[src/rtl/pio_edge_irq_debounce_if.sv]
// Register-bus bundle for the debounced PIO block: address/strobe/data in, registered read data out.
interface pio_edge_irq_debounce_if;
  logic [1:0]  address;
  logic        chipselect;
  logic        write_n;
  logic [31:0] writedata;
  logic [31:0] readdata;

  modport master (output address, chipselect, write_n, writedata, input readdata);
  modport slave  (input address, chipselect, write_n, writedata, output readdata);
endinterface

[src/rtl/pio_edge_irq_debounce.sv]
// Debounced PIO with per-channel rise/fall edge capture, W1C capture register and masked level IRQ.
// Define PIO_DEBOUNCE_EN to build the per-channel debounce counters; otherwise stable follows sync2.
module pio_edge_irq_debounce #(
  parameter int WIDTH           = 4,
  parameter int DEBOUNCE_CYCLES = 1000
) (
  input  logic                   clk,
  input  logic                   reset,
  pio_edge_irq_debounce_if.slave bus,
  input  logic [WIDTH-1:0]       in_port,
  output logic                   irq
);

  if (WIDTH < 1 || WIDTH > 16) begin : g_bad_width
    $error("WIDTH must be in 1..16");
  end
  if (DEBOUNCE_CYCLES < 1) begin : g_bad_debounce
    $error("DEBOUNCE_CYCLES must be at least 1");
  end

  logic [WIDTH-1:0] sync1;
  logic [WIDTH-1:0] sync2;
  logic [WIDTH-1:0] stable;
  logic [WIDTH-1:0] stable_d;
  logic [WIDTH-1:0] rise_en;
  logic [WIDTH-1:0] fall_en;
  logic [WIDTH-1:0] irq_mask;
  logic [WIDTH-1:0] edge_capture;
  logic [WIDTH-1:0] events;
  logic [WIDTH-1:0] clr_mask;
  logic [31:0]      rd_next;
  logic             wr_en;
  logic             unused_wdata;

  assign unused_wdata = ^bus.writedata;

  always_ff @(posedge clk or posedge reset) begin
    if (reset) begin
      sync1 <= '0;
      sync2 <= '0;
    end else begin
      sync1 <= in_port;
      sync2 <= sync1;
    end
  end

`ifdef PIO_DEBOUNCE_EN
  localparam int CNT_W = $clog2(DEBOUNCE_CYCLES + 1);
  localparam logic [CNT_W-1:0] CNT_LAST = CNT_W'(DEBOUNCE_CYCLES - 1);

  logic [CNT_W-1:0] count [WIDTH];

  // Any return of sync2 to the accepted level restarts the hold window.
  always_ff @(posedge clk or posedge reset) begin
    if (reset) begin
      stable <= '0;
      for (int i = 0; i < WIDTH; i++) count[i] <= '0;
    end else begin
      for (int i = 0; i < WIDTH; i++) begin
        if (sync2[i] == stable[i]) begin
          count[i] <= '0;
        end else if (count[i] == CNT_LAST) begin
          stable[i] <= sync2[i];
          count[i]  <= '0;
        end else begin
          count[i] <= count[i] + CNT_W'(1);
        end
      end
    end
  end
`else
  assign stable = sync2;
`endif

  assign wr_en    = bus.chipselect & ~bus.write_n;
  assign events   = (stable & ~stable_d & rise_en) | (~stable & stable_d & fall_en);
  assign clr_mask = (wr_en && bus.address == 2'd3) ? bus.writedata[WIDTH-1:0] : '0;

  always_comb begin
    rd_next = '0;
    case (bus.address)
      2'd0: rd_next[WIDTH-1:0] = stable;
      2'd1: begin
        rd_next[WIDTH-1:0]   = rise_en;
        rd_next[WIDTH+15:16] = fall_en;
      end
      2'd2:    rd_next[WIDTH-1:0] = irq_mask;
      default: rd_next[WIDTH-1:0] = edge_capture;
    endcase
  end

  // New events are OR-ed in after the clear so a same-cycle event survives the W1C.
  always_ff @(posedge clk or posedge reset) begin
    if (reset) begin
      stable_d     <= '0;
      rise_en      <= '0;
      fall_en      <= '0;
      irq_mask     <= '0;
      edge_capture <= '0;
      bus.readdata <= '0;
    end else begin
      stable_d     <= stable;
      edge_capture <= (edge_capture & ~clr_mask) | events;
      bus.readdata <= rd_next;
      if (wr_en && bus.address == 2'd1) begin
        rise_en <= bus.writedata[WIDTH-1:0];
        fall_en <= bus.writedata[WIDTH+15:16];
      end
      if (wr_en && bus.address == 2'd2) irq_mask <= bus.writedata[WIDTH-1:0];
    end
  end

  assign irq = |(edge_capture & irq_mask);

endmodule
[src/flat_wrapper.sv]
// flat-port wrapper written by rule: the top's interface ports become plain ports
module pio_edge_irq_debounce_flat 
#(
  parameter int WIDTH           = 4,
  parameter int DEBOUNCE_CYCLES = 1000
)
  (clk, reset, in_port, irq, bus_address, bus_chipselect, bus_write_n, bus_writedata, bus_readdata);
  pio_edge_irq_debounce_if bus_i ();
  input  logic clk;
  input  logic reset;
  input  logic [WIDTH-1:0] in_port;
  output logic irq;
  input wire logic [$bits(bus_i.address)-1:0] bus_address;
  input wire logic [$bits(bus_i.chipselect)-1:0] bus_chipselect;
  input wire logic [$bits(bus_i.write_n)-1:0] bus_write_n;
  input wire logic [$bits(bus_i.writedata)-1:0] bus_writedata;
  output wire logic [$bits(bus_i.readdata)-1:0] bus_readdata;
  assign bus_i.address = bus_address;
  assign bus_i.chipselect = bus_chipselect;
  assign bus_i.write_n = bus_write_n;
  assign bus_i.writedata = bus_writedata;
  assign bus_readdata = bus_i.readdata;
  pio_edge_irq_debounce #(.WIDTH(WIDTH), .DEBOUNCE_CYCLES(DEBOUNCE_CYCLES)) u_core (.clk(clk), .reset(reset), .bus(bus_i), .in_port(in_port), .irq(irq));
endmodule
[config.mk]
export PLATFORM = sky130hd
export DESIGN_NAME = pio_edge_irq_debounce_flat
export DESIGN_NICKNAME = d
export VERILOG_FILES = /design/src/rtl/pio_edge_irq_debounce_if.sv /design/src/rtl/pio_edge_irq_debounce.sv /design/src/flat_wrapper.sv
export SDC_FILE = /design/constraint.sdc
export NUM_CORES = 1
export LEC_CHECK = 0
export CAP_MARGIN = 40
export CORE_MARGIN = 8
export CORE_UTILIZATION = 40
export CTS_CLUSTER_SIZE = 25
export DETAILED_ROUTE_END_ITERATION = 8
export PLACE_DENSITY_LB_ADDON = 0.2
export SYNTH_ARGS = -nofsm -noshare
export SYNTH_HDL_FRONTEND = slang
export SYNTH_SLANG_ARGS = --single-unit
[constraint.sdc]
create_clock -name clk -period 1.38 [get_ports clk]
set_input_delay 0.276 -clock clk [delete_from_list [all_inputs] [get_ports clk]]
set_output_delay 0.276 -clock clk [all_outputs]
set_load 0.01 [all_outputs]
==> reports/results.ini <==
[cts]
cts.sinks=36
hold_buffers=0
cts_buffers=5
tritoncts=done
ctsRootBufferMaster=clkbuf_8
postCtsSetupBuffers=0
cts.path.max_buffers=2
htreeDepth=2
insertion_delay_ns=0.29
clkTransAtPathRegs_ns=0.07

[logic_synthesis]
synth_area_per_cell_um2=14.3
ys_seq_area_frac=0.564
yosysTopAreaCell=dfrtp_1
ys_ff_latch=36
synthTopCellsByArea=dfrtp_1, buf_4, mux2_4, mux4_1, mux2_2
synthDistinctLibCells=19
ys_async_sr_fraction=1.00
synthCells=112
synth_edf_count=0
yosysTopAreaCellShare=0.564
ys.flop_type=dfrtp_1
synthesis.area_mm2=0.00160
ys_warn_count=0

[setup_path]
critPathLaunchType=register
end_kind=output pin
rr_worst_depth=2
crit_start=u_core.irq_mask[2]
crit_arrival_ns=1.11
crit_path_max_fanout=2
cpMaxStageDelayCell=dfrtp_1
r2r_slack_ns=0.25
slowest_delay_ns=0.39
worstPathCellList=a22oi_2, nand2_1, buf_2
worst-setup-path-type=register to output pin
reg2reg_from=u_core.irq_mask[2]
crit_required_ns=1.10

[run]
cap_violations=0

[sta]
setup_viol=1
fmax_ghz=0.722
final.period_utilization=1.00
slew_viol_final=0
rsz0062_at_grt=true
hold_violations=0
fin_crit_ns=1.38
skew_ns=0.00872
worst_slack_ns=-0.00492
hold_ws_ns=0.330

[power_and_ir_drop]
cellPowerDensity_mw_per_mm2=1270
leakagePower_nw=0.940
clkPwrFrac=0.299
p_int_mw=1.88
switchingPower_mw=0.626
p_seq_frac=0.517
pwr-share-comb=0.184
peakVddDrop_v=0.000700
switching_share=0.250

[outcome]
violations=negative setup slack
status=finished with violations

[cells_and_area]
layout_commonest_cell=dfrtp_1
stdcell_area_mm2=0.00198
final_cell_mix=dfrtp_1, conb_1, clkdlybuf4s50_1
drive_gt1_frac=0.260
nNetsFinal=195
synthToLayoutAreaGrowth_pct=23.6
antennaDiodeCount=0

[drt]
num_vias=904
route.detailed.drc=0
drt-total-wl_um=2880
via_per_inst=4.43
drt_iter0_markers=33
routedWlPerCell_um=14.1
drtPass1Iterations=2
antenna_left=0

[floorplan]
dieArea_mm2=0.00627
std_cell_rows=23
die_height_um=79.2
start_util=0.408
die_w_um=79.2
core_area_mm2=0.00391
design.portCount=75

[global_route]
overflow=0
grt_pass1_vias=998
antenna_found_initial=0
grt_max_degree=37
track_usage=0.0979
grt_pass1_wl_um=4740

[placed_design]
dpl_cell_area_mm2=0.00190
hpwlAfterDp_um=2240
globalplace.congestion=0.746
port_buffers=26

[hold_path]
hold_class=input pin to async pin

[registers in the layout, indices dropped and copies added, names as in the netlist]
register	count
u_core.bus.readdata	8
u_core.edge_capture	4
u_core.fall_en	4
u_core.irq_mask	4
u_core.rise_en	4
u_core.stable	4
u_core.stable_d	4
u_core.sync1	4
[logic make-up (layout without fill, tap and decap cells)]
kind of cell | count (synthesis) | after routing | share of synthesized area
simple gates | 19 | 19 | 0.0877
flops | 36 | 36 | 0.564
buf+inv | 32 | 51 | 0.146
mux | 16 | 16 | 0.169
compound gates | 8 | 8 | 0.0313
other cells | 1 | 24 | 0.00235
[worst paths after layout]
path,end
worst max-delay path,irq
worst min-delay path,u_core.bus.readdata[2]
worst max register to register,u_core.bus.readdata[2]
worst min register to register,u_core.stable[3]
max in group asynchronous,u_core.bus.readdata[17]
min in group clk,u_core.stable[3]
[power by group through the flow]
stage / registers (mW) / logic [mW] / clock network, mW
2_1_floorplan: 1.30 / 0.312 / 0
3_3_place_gp: 1.31 / 0.487 / 0
3_5_place_dp: 1.31 / 0.495 / 0
4_1_cts: 1.29 / 0.465 / 0.783
5_1_grt: 1.31 / 0.502 / 0.827
6_report: 1.30 / 0.460 / 0.750
[per-layer routing]
| metal | global-route usage | share of wire |
|---|---|---|
| met1 | 0.111 | 0.41 |
| met4 | 0.0556 | 0.014 |
| met3 | 0.0293 | 0.068 |
| met2 | 0.161 | 0.51 |
| met5 | 0 | 0 |
[stage by stage]
stage	power [mW]	TNS, ns	setup slack (ns)	std cells	utilization
floorplan	1.61	0	0.139	135	-
global placement	1.79	-7.18	-0.395	196	0.484
detailed placement	1.80	-7.18	-0.384	196	0.484
CTS	2.54	-0.0308	-0.0308	204	0.505
global route	2.64	-0.0467	-0.0467	204	0.505
finish	2.51	-0.00492	-0.00492	204	0.505
[layout make-up]
cell class	instances	area, um2
Clock buffer	6	82.6
Clock inverter	2	10.0
Fill cell	344	1940
Inverter	5	18.8
Multi-Input combinational cell	67	556
Sequential cell	36	901
Tap cell	50	62.6
Timing Repair Buffer	38	345
[timing repair]
item | in CTS | in global routing
setup endpoints to repair | 28 | 1
resized for setup | 15 | 0
pin swaps | 2 | 1
cloned | 0 | 0
[synthesized netlist by cell type, types with 2 or more instances]
master,n
mux4_1,4
o211ai_1,2
buf_6,3
nand3_1,2
o21ai_0,4
dfrtp_1,36
and2_2,4
a22oi_1,2
buf_4,24
mux2_2,4
inv_1,5
nand3b_1,6
nand2_1,3
mux2_4,8
[critical path: cells and delay by family, from the launching register on]
| family | cells | cell delay (ns) |
|---|---|---|
| and+or+nand+nor | 1 | 0.08 |
| AOI/OAI and AO/OA | 1 | 0.21 |
| DFF | 1 | 0.39 |
| buffers and inverters | 1 | 0.14 |
Power figures use the tool's default switching activity.
